<file path="src/rtl/part2_pkg.sv">
`default_nettype none
// +----------------------------------------------------------------------+
// | part2_pkg                                                            |
// | Shared widths, driver state encoding and operand pair type.          |
// | Revision: 1.0                                                        |
// +----------------------------------------------------------------------+
package part2_pkg;

    localparam int DATA_W = 8;
    localparam int ACC_W  = 16;

    typedef enum logic [2:0] {
        CLEAR  = 3'd0,
        LOAD   = 3'd1,
        STREAM = 3'd2,
        DRAIN  = 3'd3,
        OUT    = 3'd4
    } drv_state_t;

    typedef struct packed {
        logic signed [DATA_W-1:0] a;
        logic signed [DATA_W-1:0] b;
    } pair_t;

endpackage
`default_nettype wire

</file>
<file path="src/rtl/part2_pair_buf.sv">
`default_nettype none
// +----------------------------------------------------------------------+
// | part2_pair_buf                                                       |
// | DEPTH-entry operand pair store: sync write, combinational read.      |
// | Revision: 1.0                                                        |
// +----------------------------------------------------------------------+
module part2_pair_buf
    import part2_pkg::*;
#(
    parameter int DEPTH = 4,
    parameter int AW    = $clog2(DEPTH)
) (
    input  logic          clk,
    input  logic          wr_en,
    input  logic [AW-1:0] wr_addr,
    input  pair_t         wr_data,
    input  logic [AW-1:0] rd_addr,
    output pair_t         rd_data
);

    // No reset: entries are always written before they are read.
    pair_t r_mem [DEPTH];

    always_ff @(posedge clk) begin
        if (wr_en) begin
            r_mem[wr_addr] <= wr_data;
        end
    end

    assign rd_data = r_mem[rd_addr];

endmodule
`default_nettype wire

</file>
<file path="src/rtl/part2_mac_driver.sv">
`default_nettype none
// +----------------------------------------------------------------------+
// | part2_mac_driver                                                     |
// | Buffers one operand vector, bursts it into the MAC, returns result.  |
// | Revision: 1.0                                                        |
// +----------------------------------------------------------------------+
module part2_mac_driver
    import part2_pkg::*;
#(
    parameter int DEPTH = 4
) (
    input  logic              clk,
    input  logic              reset,
    input  logic              s_valid,
    output logic              s_ready,
    input  logic [DATA_W-1:0] s_a,
    input  logic [DATA_W-1:0] s_b,
    output logic [DATA_W-1:0] mac_a,
    output logic [DATA_W-1:0] mac_b,
    output logic              mac_valid,
    output logic              mac_clear,
    input  logic [ACC_W-1:0]  mac_f,
    input  logic              mac_valid_out,
    input  logic              mac_overflow,
    output logic              m_valid,
    input  logic              m_ready,
    output logic [ACC_W-1:0]  m_f,
    output logic              m_overflow
);

    localparam int c_ptr_w = $clog2(DEPTH) + 1;
    localparam int c_aw    = $clog2(DEPTH);
    localparam logic [c_ptr_w-1:0] c_last = c_ptr_w'(DEPTH - 1);
    localparam logic [c_ptr_w-1:0] c_one  = c_ptr_w'(1);

    drv_state_t           r_state;
    drv_state_t           w_next;
    logic [c_ptr_w-1:0]   r_wr_ptr;
    logic [c_ptr_w-1:0]   r_rd_ptr;
    logic [c_ptr_w-1:0]   r_vcnt;
    logic [ACC_W-1:0]     r_m_f;
    logic                 r_m_ov;
    logic                 w_wr_en;
    logic                 w_counting;
    logic                 w_capture;
    pair_t                w_wr_pair;
    pair_t                w_rd_pair;

    assign w_wr_en    = (r_state == LOAD) && s_valid;
    assign w_counting = (r_state == STREAM) || (r_state == DRAIN);
    assign w_capture  = w_counting && mac_valid_out && (r_vcnt == c_last);
    assign w_wr_pair  = '{a: s_a, b: s_b};

    part2_pair_buf #(
        .DEPTH (DEPTH),
        .AW    (c_aw)
    ) u_pair_buf (
        .clk     (clk),
        .wr_en   (w_wr_en),
        .wr_addr (r_wr_ptr[c_aw-1:0]),
        .wr_data (w_wr_pair),
        .rd_addr (r_rd_ptr[c_aw-1:0]),
        .rd_data (w_rd_pair)
    );

    always_ff @(posedge clk) begin
        if (reset) begin
            r_state <= CLEAR;
        end else begin
            r_state <= w_next;
        end
    end

    // Outputs decode from state and registered buffer contents only.
    always_comb begin
        w_next    = r_state;
        s_ready   = 1'b0;
        mac_valid = 1'b0;
        mac_clear = 1'b0;
        m_valid   = 1'b0;
        mac_a     = '0;
        mac_b     = '0;
        case (r_state)
            CLEAR: begin
                mac_clear = 1'b1;
                w_next    = LOAD;
            end
            LOAD: begin
                s_ready = 1'b1;
                if (s_valid && (r_wr_ptr == c_last)) begin
                    w_next = STREAM;
                end
            end
            STREAM: begin
                mac_valid = 1'b1;
                mac_a     = w_rd_pair.a;
                mac_b     = w_rd_pair.b;
                if (w_capture) begin
                    w_next = OUT;
                end else if (r_rd_ptr == c_last) begin
                    w_next = DRAIN;
                end
            end
            DRAIN: begin
                if (w_capture) begin
                    w_next = OUT;
                end
            end
            OUT: begin
                m_valid = 1'b1;
                if (m_ready) begin
                    w_next = CLEAR;
                end
            end
            default: begin
                w_next = CLEAR;
            end
        endcase
    end

    always_ff @(posedge clk) begin
        if (reset) begin
            r_wr_ptr <= '0;
            r_rd_ptr <= '0;
            r_vcnt   <= '0;
            r_m_f    <= '0;
            r_m_ov   <= 1'b0;
        end else begin
            case (r_state)
                CLEAR: begin
                    r_wr_ptr <= '0;
                    r_rd_ptr <= '0;
                    r_vcnt   <= '0;
                end
                LOAD: begin
                    if (s_valid) begin
                        r_wr_ptr <= r_wr_ptr + c_one;
                    end
                end
                STREAM: begin
                    r_rd_ptr <= r_rd_ptr + c_one;
                end
                default: begin
                end
            endcase
            if (w_counting && mac_valid_out) begin
                r_vcnt <= r_vcnt + c_one;
            end
            if (w_capture) begin
                r_m_f  <= mac_f;
                r_m_ov <= mac_overflow;
            end
        end
    end

    assign m_f        = r_m_f;
    assign m_overflow = r_m_ov;

endmodule
`default_nettype wire

</file>
<file path="config.mk">
export PLATFORM = sky130hd
export DESIGN_NAME = part2_mac_driver
export DESIGN_NICKNAME = d
export VERILOG_FILES = /design/src/rtl/part2_pkg.sv /design/src/rtl/part2_pair_buf.sv /design/src/rtl/part2_mac_driver.sv
export SDC_FILE = /design/constraint.sdc
export NUM_CORES = 1
export LEC_CHECK = 0
export BUFFER_PORTS_ARGS = -buffer_cell sky130_fd_sc_hd__buf_2
export CORE_MARGIN = 4
export CORE_UTILIZATION = 58
export CTS_CLUSTER_SIZE = 12
export DETAILED_ROUTE_END_ITERATION = 10
export PLACE_DENSITY = 0.79
export SLEW_MARGIN = 20
export SYNTH_ARGS = -nofsm -noshare
export SYNTH_HDL_FRONTEND = slang
export SYNTH_SLANG_ARGS = --single-unit
</file>
<file path="constraint.sdc">
create_clock -name clk -period 4.5 [get_ports clk]
set_input_delay 0.45 -clock clk [delete_from_list [all_inputs] [get_ports clk]]
set_output_delay 0.45 -clock clk [all_outputs]
set_load 0.03 [all_outputs]
</file>
==> results of run 1 <==
-- sequential cells by signal, summed over array words and instances (netlist names), named ones only --
name	count
m_f	16
r_rd_ptr	3
r_vcnt	3
r_wr_ptr	3
r_state	3
m_overflow	1
u_pair_buf.r_mem	64
-- how the worst min path moves through the flow --
stage / start / to / slack (ps) / depth (start not counted)
after floorplan: r_wr_ptr[2] / r_wr_ptr[2] / 440 / 2
after detailed placement: m_f[7] / m_f[7] / 440 / 2
after global placement: m_f[7] / m_f[7] / 440 / 2
after CTS: s_b[1] / u_pair_buf.r_mem[0][1] / 290 / 1
after global routing: s_b[1] / u_pair_buf.r_mem[0][1] / 290 / 1
final: s_b[1] / u_pair_buf.r_mem[0][1] / 310 / 1
-- layout make-up --
class / count / area, µm²
Clock buffer: 13 / 181.4
Tap cell: 77 / 96.34
Multi-Input combinational cell: 145 / 1124
Inverter: 9 / 33.78
Clock inverter: 3 / 25.02
Fill cell: 441 / 1976
Sequential cell: 95 / 2544
Timing Repair Buffer: 74 / 370.4
-- synth_stat cells --
cell	number	area (µm²)
buf_1	2	7.510
nor2_2	1	6.260
and4bb_2	1	12.51
o32ai_1	2	17.52
nand3b_1	3	22.52
nand4b_1	1	8.760
edfxtp_1	64	1922
nand2b_1	2	12.51
inv_1	9	33.78
buf_6	1	11.26
and4b_1	2	20.02
and2_1	5	31.28
o21ai_0	3	15.01
a21oi_1	24	120.1
buf_2	8	40.04
mux2_2	1	11.26
nand2_1	36	135.1
or2_2	1	6.260
nor2b_1	18	112.6
mux4_2	16	360.4
or3b_1	1	8.760
o31ai_1	2	15.01
nor2_1	6	22.52
nand4_1	2	12.51
nor4b_1	1	8.760
dfxtp_1	31	620.6
o22ai_1	1	6.260
a31oi_1	1	6.260
nand3_1	2	10.01
nor3_1	2	10.01
clkbuf_1	4	15.01
buf_4	1	7.510
a221oi_1	1	8.760
ha_1	9	112.6
a2111oi_1	1	10.01
-- through the flow --
step           hold slack, ps    util  cells  setup slack (ps)
6_report                307.0  0.6889    416              1893
5_1_grt                 285.2  0.6889    416              1694
4_1_cts                 292.2  0.6887    416              1587
3_5_place_dp            443.0  0.6562    400              1982
3_3_place_gp            438.5  0.6562    400              2034
2_1_floorplan           444.0       -    265              2544
-- layer usage --
layer | track usage | vias to the layer above | routed length [µm]
li1 | - | 1104 | -
met1 | 0.2405 | 1053 | 2847
met2 | 0.2780 | 62 | 3116
met3 | 0.05680 | 6 | 417
met4 | 0.07005 | 0 | 78
met5 | 0 | - | 0
-- power groups by stage --
stage / combinational (µW) / sequential, µW / clock (µW)
4_1_cts: 50.4 / 945 / 568
5_1_grt: 56.0 / 946 / 614
3_5_place_dp: 50.2 / 965 / 0
2_1_floorplan: 23.6 / 963 / 0
3_3_place_gp: 48.8 / 965 / 0
6_report: 49.9 / 945 / 556
-- worst max-delay path, stage by stage (launching register included) --
cell,delay [ps]
dfxtp_1,610
or3b_1,720
nor2b_1,250
buf_2,230
-- layout by cell type (no fill, tap or decap), types with 2 or more instances in the layout --
master	instances
dfxtp_1	30
clkbuf_16	2
nor2b_1	18
buf_2	74
edfxtp_1	64
inv_1	9
and4b_1	2
nand4_1	2
nand2b_1	2
mux4_2	16
clkbuf_1	2
o21ai_0	3
nor2_1	6
clkbuf_8	9
clkinv_4	2
o32ai_1	2
nand2_1	36
ha_1	9
and2_1	5
nor3_1	2
nand3b_1	3
o31ai_1	2
nand3_1	2
a21oi_1	24
-- cell families (layout without fill, tap and decap cells) --
logic type                 after synthesis  after routing  synth area share
muxes                                   17             17           0.09828
DFF                                     95             95            0.6724
adders and majority gates                9              9           0.02978
AOI/OAI and AO/OA                       35             35           0.05262
and+or+nand+nor                         84             84            0.1165
buffers and inverters                   25             99           0.03044
==> results by stage, run 1 <==
Place:
- The routability-driven placement congestion ratio is between 0.7 and 0.8.
- The number of port buffers is 74.
- The placed instances occupy a cell area of 4167 µm².
- The HPWL after detailed placement is 4245 µm.

CTS:
- No sink is reached through more buffers than the 2 on the longest clock path.
- After clock tree synthesis, the clock-pin slew on the worst setup and hold paths is 100 ps.
- The TritonCTS sink count is 95.
- The post-CTS setup buffer count is 0.
- TritonCTS created 9 clock buffers.
- The H-tree was split into 3 levels.
- The cell sitting at the root of the clock tree is a clkbuf_8.
- For this design, the CTS-stage hold fixing added 0 buffers.
- The post-cts resize count is 0.
- TritonCTS built the clock tree.
- The insertion delay of the later-clocked pin in the worst-skew pair is between 300 and 400 ps.

Run status:
- The run finished with clean final reports.

Pwr:
- The net switching share of the total power is 0.2039.
- The leakage power figure is 0.001597 µW.
- For this design the total switching power over the nets is about 320 µW.
- The power per standard cell area is 354.5 nW/µm².
- The share of total power dissipated in combinational logic is 0.032.
- Cell internal power was estimated by the tool at 1234 µW.
- The completed layout was analyzed and its total power is 1551 µW.
- Of the total power, the clock network draws 0.358.
- Of the total power, registers draw 0.609.
- IR analysis of the VDD net gives a maximum drop of 0.2556 mV.

Die:
- The starting density of the core is 0.5955.
- The number of core rows is 29.
- The die width is 88.74 µm.
- The region available for standard cell placement spans 6350 µm².
- The die covers 7875 µm².
- In this run the vertical extent of the chip is a little under 90 µm.
- 75 I/O pins were placed.

Setup path:
- The setup path with the least slack is of type register to output pin.
- STA puts the critical path data required time at 4050 ps.
- STA classifies the critical path endpoint as an output pin.
- The critical path launch point is r_state[1].
- In this run the register-to-register setup slack is 2500 ps.
- Data on the critical path arrives at its endpoint at 2160 ps.
- The worst flop-to-flop path startpoint is r_state[0].
- The endpoint of the lowest-slack register-to-register path is u_pair_buf.r_mem[0][14].
- The startpoint type of the worst setup path is a register.
- The highest fanout seen on the critical path is 18.
- The depth of the worst register-to-register path is 2.
- In this run the worst setup path terminates at mac_b[3].

Yosys:
- Of the synthesized area, sequential elements account for 0.6724.
- A synthesized cell averages 14.27 µm².
- Synthesis produced a netlist whose cell count is 265.
- For this run, the number of Yosys warnings is 0.
- The area of the mapped netlist is 3781 µm².
- The synthesis-stage register bit count is 95.
- Yosys mapped the design onto 35 distinct sky130hd cell types.
- The number of nets in the synthesized netlist is 312.

Routing:
- After detailed routing, the total wire length is about 6500 µm.
- Across all layers, the routed design uses 2,225 vias.
- The number of vias per cell is 5.349.
- In this run the remaining antenna-violating nets after routing total 0.
- The number of iterations in the first detailed-routing pass is 4.
- For this run, design rule violations remaining after detail routing come to 0.
- The detailed router finished its first iteration with 112 violations.
- The average wire length per cell after detail routing is approximately 16 µm.

STA:
- The worst slew margin relative to its limit is 0.4352.
- The final number of setup-violating endpoints is 0.
- The max-slew violation total from the final report was 0.
- The final count of hold timing violations is 0.
- After routing, the total negative slack on setup checks comes to 0 ps.
- The shortest period the worst path allows is between 2000 and 3000 ps.
- Across the routed clock network, the largest skew measured is between 10 and 15 ps.
- The transition time of the tightest slew-check pin is 847.3 ps.
- Setup repair after global routing left no endpoint under its margin.
- The share of the clock period used by the worst path after layout is 0.5792.
- Derived from the worst setup path, the maximum achievable clock frequency is 383.7 MHz.

Global route:
- The number of antenna violations at the first check in global routing came to 0.
- Entering global routing, the biggest net connects 31 pins.
- The global router's overall resource usage is 0.1804.
- The via count of the first global-routing pass came to roughly 2.2k.
- Global routing finished with a remaining overflow of 0.
- The first global-routing pass estimated approximately 11,000 µm of wire.

Layout:
- After routing the design area is 4374 µm².
- Compared with the post-synthesis result, the final layout area differs by 15.69%.
- 0 antenna diodes ended up in the layout.
- The final net count is 381.
- In the final layout, the share of cells above drive strength 1 is 0.3215.

Min path:
- The path class of the tightest hold or removal check is primary input to register.

Job:
- The max-cap check violation count is 0.
(Power assumes the default switching activity.)
==> run 2, diff against run 1 <==
--- a/config.mk
+++ b/config.mk
@@ -7,10 +7,10 @@
 export LEC_CHECK = 0
 export BUFFER_PORTS_ARGS = -buffer_cell sky130_fd_sc_hd__buf_2
 export CORE_MARGIN = 4
-export CORE_UTILIZATION = 58
+export CORE_UTILIZATION = 49
 export CTS_CLUSTER_SIZE = 12
 export DETAILED_ROUTE_END_ITERATION = 10
-export PLACE_DENSITY = 0.79
+export PLACE_DENSITY = 0.71
 export SLEW_MARGIN = 20
 export SYNTH_ARGS = -nofsm -noshare
 export SYNTH_HDL_FRONTEND = slang
==> constraint.sdc (replaced) <==
create_clock -name clk -period 2.3 [get_ports clk]
set_input_delay 0.23 -clock clk [delete_from_list [all_inputs] [get_ports clk]]
set_output_delay 0.23 -clock clk [all_outputs]
set_load 0.03 [all_outputs]
==> run 2 against run 1 <==
Net effect:
- count of clock-buffer cells in the layout fell by 4
- critical path depth unchanged
- global-route usage shrank 2.5 points
- critical path type unchanged
==> results by stage, run 2 (same netlist as run 1, synthesis figures left out) <==
CTS:
- The H-tree depth is 3 (unchanged).
- The post-cts resize count is 0 (unchanged).
- The number of buffers added to fix hold violations after cts is 0 (unchanged).
- The maximum number of buffers from clock root to sink came to 2 (unchanged).
- The TritonCTS sink count was 95 (unchanged).
- In this run the clock root is driven by a clkbuf_8.
- The clock transition at the registers of the reported paths is 100 ps (about the same).
- The number of buffers created by CTS is 9 (unchanged).
- TritonCTS built the clock tree.
- The post-CTS setup buffer count is 0 (unchanged).
- The insertion delay of the later-clocked pin in the worst-skew pair is 350 ps (about the same).

Setup path:
- The required time at the endpoint of the critical path is 2070 ps (-1980 ps).
- The largest incremental delay on the critical path is 720 ps (about the same).
- The data arrival time of the critical path is 1950 ps (-210 ps).
- The startpoint type of the worst setup path is a register.
- The worst setup path is captured at an output pin.
- The slowest stage of the critical path is the or3b_2 cell.
- The highest fanout seen on the critical path is 18 (unchanged).
- The critical path goes through or3b_2 > nor2b_1 > buf_2.
- The type of the setup path with the least slack is register to output pin.

Pwr:
- The maximum resistive drop on vdd came to 0.3528 mV (+38%).
- The leakage power figure is 0.001650 µW (+3.3%).
- The post-route total power is 3090 µW (+99%).
- The power per standard cell area came to 690.5 nW/µm² (+95%).

STA:
- For this run, the top clock speed supported by timing is approximately 460 MHz.
- The worst slew margin relative to its limit came to 0.5166 (+0.08146).
- The final worst-path setup slack is 121.3 ps (-1772 ps).
- The final count of hold timing violations came to 0 (unchanged).
- The summed negative setup slack over all endpoints is 0 ps (unchanged).
- The max-slew violation total from the final report is 0 (unchanged).
- Setup repair after global routing left no endpoint under its margin.
- The final number of setup-violating endpoints came to 0 (unchanged).
- The share of the clock period used by the worst path after layout is 0.9473.
- The setup skew after layout was 9.020 ps (-3.763 ps).
- The shortest period the worst path allows is about 2200 ps.
- The transition time of the tightest slew-check pin is 721.3 ps (-126.0 ps).

Die:
- The number of core rows is 31 (+6.9%).
- The starting density of the core is 0.5131 (-0.08239).
- The die width is 95.85 µm (+8.0%).
- The area of the die is 9186 µm² (+17%).
- The chip height is 95.85 µm (+8.0%).
- The I/O pin count is 75 (unchanged).
- The core footprint was 7370 µm² (+16%).

Layout:
- The post-layout utilization of the core was 0.6071 (-0.08174).
- The area of all placed cells without fillers was 4474 µm² (+2.3%).
- The fraction of final layout cells with drive strength greater than 1 is 0.3448 (+0.02329).
- The top cell types in the final layout, fill and taps aside, are buf_2, edfxtp_1, nand2_1.
- The fill cell instance count of the final layout is 603 (+37%).
- The area growth from synthesis to layout is 18.33%.
- The library cell used most frequently in the layout, excluding fill and tap cells, is buf_2.
- The final net count is 390 (+2.4%).
- The register bank with the most flops is u_pair_buf.r_mem.
- The number of flip-flops under the largest register name is 64 (unchanged).
- The number of inserted diodes is 0 (unchanged).

Place:
- The number of port buffers is 74 (unchanged).
- The routability-driven placement congestion ratio is 0.7379 (about the same).
- The post-placement worst setup slack came to 431.9 ps (-1550 ps).
- The sum of net half-perimeters after detailed placement is 4499 µm (+6.0%).
- The cell area after placement is 4262 µm² (+2.3%).

Routing:
- The total via count after detailed routing is 2,274 (+2.2%).
- The detailed router used layers up to and including met4.
- The number of violations reported at the end of detailed-routing iteration 0 is 74 (-34%).
- The average wire length per cell after detail routing is 14.89 µm (-4.1%).
- The wire length the detailed router placed on met1 came to 3017 µm (+6.0%).
- The wire length on met3 is 396 µm (-5.0%).
- The post-detailed-route count of antenna-violating nets is 0 (unchanged).
- The met2 wirelength from detailed routing is 3213 µm (+3.1%).
- The total length of routed wires was 6655 µm (+3.0%).
- The number of design rule violations left after detail routing was 0 (unchanged).
- The number of iterations in the first detailed-routing pass is 4 (unchanged).
- The number of vias per cell is 5.087 (-4.9%).

Min path:
- In this run the worst hold path is classified as primary input to register.

Global route:
- The residual overflow from global routing is 0 (unchanged).
- The pin count of the biggest net entering global routing is 31 (unchanged).
- The global router's overall resource usage is 0.1551 (-0.02534).
- The number of antenna violations at the first check in global routing came to 0 (unchanged).
- The via count of the first global-routing pass is 2,233 (+2.6%).
- The wire length of the first global-routing pass came to 10,740 µm (+1.6%).

Job:
- The max-cap check violation count came to 0 (unchanged).

Run status:
- The run finished with clean final reports.
[run 2: changes by cell type in the layout (fill, tap and decap cells not counted), sizes merged]
cell,before,now
clkbuf,13,9
inv,9,12
buf,74,83
bufinv,0,1
[run 2: final timing paths]
kind,slack [ps],from,cells past startpoint,to
setup / recovery,120,r_state[0],3,mac_a[2]
hold / removal,80,s_b[7],1,u_pair_buf.r_mem[1][7]
setup reg to reg,500,r_vcnt[0],5,m_f[10]
hold reg to reg,460,m_f[12],2,m_f[12]
[run 2: per-stage QoR]
step	hold slack, ps	std cells
global route	54.64	447
CTS	65.53	447
finish	81.70	447
floorplan	328.9	265
detailed placement	443.3	431
global placement	439.1	431
[run 2: critical path: cells and delay by family (launching register included)]
kind | cells | cell delay, ps
and+or+nand+nor | 2 | 930
DFF | 1 | 450
buffers and inverters | 1 | 220
[run 2: where the power goes]
group / internal, µW / switching [µW] / leakage, µW
Combinational: 46.8 / 53.8 / 0.000715
Sequential: 1840 / 8.29 / 0.000831
Clock: 525 / 616 / 0.000104
Total: 2410 / 678 / 0.00165
[run 2: per-layer routing]
layer | vias up | GRT usage
met5 | - | 0
met4 | 0 | 0.05687
met3 | 4 | 0.04300
met2 | 54 | 0.2455
met1 | 1083 | 0.2053
li1 | 1133 | -
[run 2: cell type report]
type                    instances  area (µm²)  share of cell area
repair buffers                 83       437.9             0.09787
clock inverters                 7       88.84             0.01985
multi-input cells             145        1124              0.2511
well taps                      99       123.9             0.02768
inverters                       9       33.78            0.007550
clock buffers                   9       123.9             0.02768
flip-flops and latches         95        2542              0.5682
==> run 3, diff against run 2 <==
--- a/config.mk
+++ b/config.mk
@@ -7,10 +7,10 @@
 export LEC_CHECK = 0
 export BUFFER_PORTS_ARGS = -buffer_cell sky130_fd_sc_hd__buf_2
 export CORE_MARGIN = 4
-export CORE_UTILIZATION = 49
+export CORE_UTILIZATION = 34
 export CTS_CLUSTER_SIZE = 12
 export DETAILED_ROUTE_END_ITERATION = 10
-export PLACE_DENSITY = 0.71
+export PLACE_DENSITY = 0.52
 export SLEW_MARGIN = 20
 export SYNTH_ARGS = -nofsm -noshare
 export SYNTH_HDL_FRONTEND = slang
==> run 3 against run 2 <==
Net effect:
- via count rose by 1.7%
- global-route usage fell by 3.6 points
- fmax rose by 4.5%
- sequential cell count did not move
- wire length rose by 11%
- die area rose by 40%
- sequential share of layout area fell by 0.35 points
- first-iteration DRC count rose by 12%
- count of clock-buffer cells in the layout rose by 1
- register-to-register slack barely moved
- sequential power barely moved
- setup slack improved by 95 ps
- highest routed layer unchanged
==> results by stage, run 3 (same netlist as run 1, synthesis figures left out) <==
CTS:
- The post-CTS setup buffer count is 0 (unchanged).
- The post-cts resize count is 0 (unchanged).
- TritonCTS built the clock tree.
- The maximum number of buffers from clock root to sink was 2 (unchanged).
- The number of buffers created by CTS is 9 (unchanged).
- The root cell of the clock tree is clkbuf_8.
- The number of buffers added to fix hold violations after cts is 0 (unchanged).
- The insertion delay of the later-clocked pin in the worst-skew pair is 340 ps (about the same).
- The H-tree depth is 3 (unchanged).
- The clock transition at the registers of the reported paths is 90 ps (about the same).
- The TritonCTS sink count is 95 (unchanged).

Global route:
- The number of antenna violations at the first check in global routing is 0 (unchanged).
- The via count of the first global-routing pass is 2,357 (+5.6%).
- The global router's overall resource usage came to 0.1193 (-0.03576).
- The residual overflow from global routing is 0 (unchanged).
- The pin count of the biggest net entering global routing is 31 (unchanged).
- The wire length of the first global-routing pass was 11,960 µm (+11%).

Layout:
- The post-layout utilization of the core is 0.4153 (-0.1918).
- The area of all placed cells without fillers is 4502 µm² (+0.62%).
- The number of inserted diodes is 0 (unchanged).
- The final net count is 392 (+0.51%).
- Compared with the post-synthesis result, the final layout area differs by 19.06%.
- The number of flip-flops under the largest register name is 64 (unchanged).
- Leaving out fill and tap cells, the most frequent cell in the layout is buf_2.
- The fraction of final layout cells with drive strength greater than 1 came to 0.3429 (-0.001970).
- The fill cell instance count of the final layout is 1,064 (+76%).
- In the layout the commonest cells are buf_2, edfxtp_1, nand2_1.
- Ranked by flip-flop count, first place goes to u_pair_buf.r_mem.

Setup path:
- In this design, the largest share of critical-path delay is due to multiplexers.
- The category of the worst setup path capture point is an output pin.
- The startpoint type of the worst setup path is a register.
- The required time at the endpoint of the critical path is 2070 ps (about the same).
- The worst flop-to-flop path startpoint is r_vcnt[0].
- The highest fanout seen on the critical path is 16 (-2).
- The type of the setup path with the least slack is register to output pin.
- The count of buffering cells on the critical path with inverters included came to 2 (+1).
- The data arrival time of the critical path is 1850 ps (-100 ps).
- The cell at the slowest stage of the critical path is mux4_2.
- The critical path goes through buf_4 > mux4_2 > nor2b_1 > buf_2.
- The largest incremental delay on the critical path is 570 ps (-150 ps).
- The minimum setup slack among reg-to-reg paths was 510 ps (about the same).

STA:
- Setup repair after global routing left no endpoint under its margin.
- The shortest period the worst path allows is 2084 ps (-94.59 ps).
- The max-slew violation total from the final report is 0 (unchanged).
- The summed negative setup slack over all endpoints came to 0 ps (unchanged).
- The final number of setup-violating endpoints came to 0 (unchanged).
- The final count of hold timing violations was 0 (unchanged).
- The share of the clock period used by the worst path after layout is 0.9061 (-0.04113).
- The transition time of the tightest slew-check pin is 715.9 ps (-5.361 ps).
- The worst slew margin relative to its limit was 0.5202 (+0.003594).
- The setup skew after layout came to 7.972 ps (-1.047 ps).
- The highest clock frequency the design can meet is 479.8 MHz (+4.5%).
- The final worst-path setup slack is 215.9 ps (+94.59 ps).
- The tightest hold margin is 89.34 ps (+7.638 ps).

Place:
- The number of port buffers is 74 (unchanged).
- The post-placement worst setup slack is 480.9 ps (+49.00 ps).
- The sum of net half-perimeters after detailed placement was 4830 µm (+7.4%).
- The cell area after placement is 4328 µm² (+1.6%).
- The routability-driven placement congestion ratio came to 0.7340 (-0.53%).

Routing:
- The post-detailed-route count of antenna-violating nets was 0 (unchanged).
- The number of vias per cell came to 4.720 (-7.2%).
- The total via count after detailed routing came to 2,313 (+1.7%).
- The number of design rule violations left after detail routing is 0 (unchanged).
- The total length of routed wires is 7376 µm (+11%).
- The number of iterations in the first detailed-routing pass is 4 (unchanged).
- The average wire length per cell after detail routing was 15.05 µm (+1.1%).
- The number of violations reported at the end of detailed-routing iteration 0 is 83 (+12%).

Die:
- The chip height is 113.5 µm (+18%).
- The starting density of the core is 0.3488 (-0.1643).
- The die width is 113.5 µm (+18%).
- The I/O pin count is 75 (unchanged).
- The area of the die was 12,870 µm² (+40%).
- The core footprint is 10,840 µm² (+47%).
- The number of core rows was 38 (+23%).

Min path:
- The startpoint of the worst hold path is s_a[7].
- The worst hold path belongs to the class primary input to register.

Pwr:
- The power per standard cell area is 649.5 nW/µm² (-5.9%).
- The maximum resistive drop on vdd was 0.2527 mV (-28%).
- The leakage power figure is 0.001637 µW (-0.75%).

Job:
- The max-cap check violation count came to 0 (unchanged).

Run status:
- The flow ran to the end, and the final reports show no timing, DRC or antenna violations.
[run 3: final cells by class]
type	count	area [µm²]	share of cell area
inverter	9	33.78	0.007504
sequential	95	2542	0.5648
timing repair buffer	85	452.9	0.1006
clock inverter	6	46.29	0.01028
multi-input combinational	145	1124	0.2496
clock buffer	10	127.6	0.02835
tap	140	175.2	0.03891
[run 3: worst register-to-register path, delay by kind of cell, from the launching register on]
family          cells  cell delay (ps)
compound gates      1               90
fa+ha+maj           2              360
flops               1              360
simple gates        2              840
[run 3: worst paths after layout]
check,to,depth (start not counted)
worst max-delay path,mac_b[4],4
worst min-delay path,u_pair_buf.r_mem[0][15],1
worst max register to register,m_f[10],5
worst min register to register,m_f[3],2
[run 3: routing by layer]
metal / track usage / routed length, µm
met4: 0.04087 / 72
met1: 0.1498 / 3391
met2: 0.1967 / 3407
met5: 0 / 0
met3: 0.03660 / 504
[run 3: where the power goes]
part,switching [µW],internal (µW)
clock,573,399
combinational,58.3,47.9
sequential,5.34,1840
[run 3: through the flow]
stage	total power (µW)	instances
2_1_floorplan	1931	265
3_3_place_gp	1990	474
3_5_place_dp	1994	474
4_1_cts	2978	490
5_1_grt	3067	490
6_report	2924	490
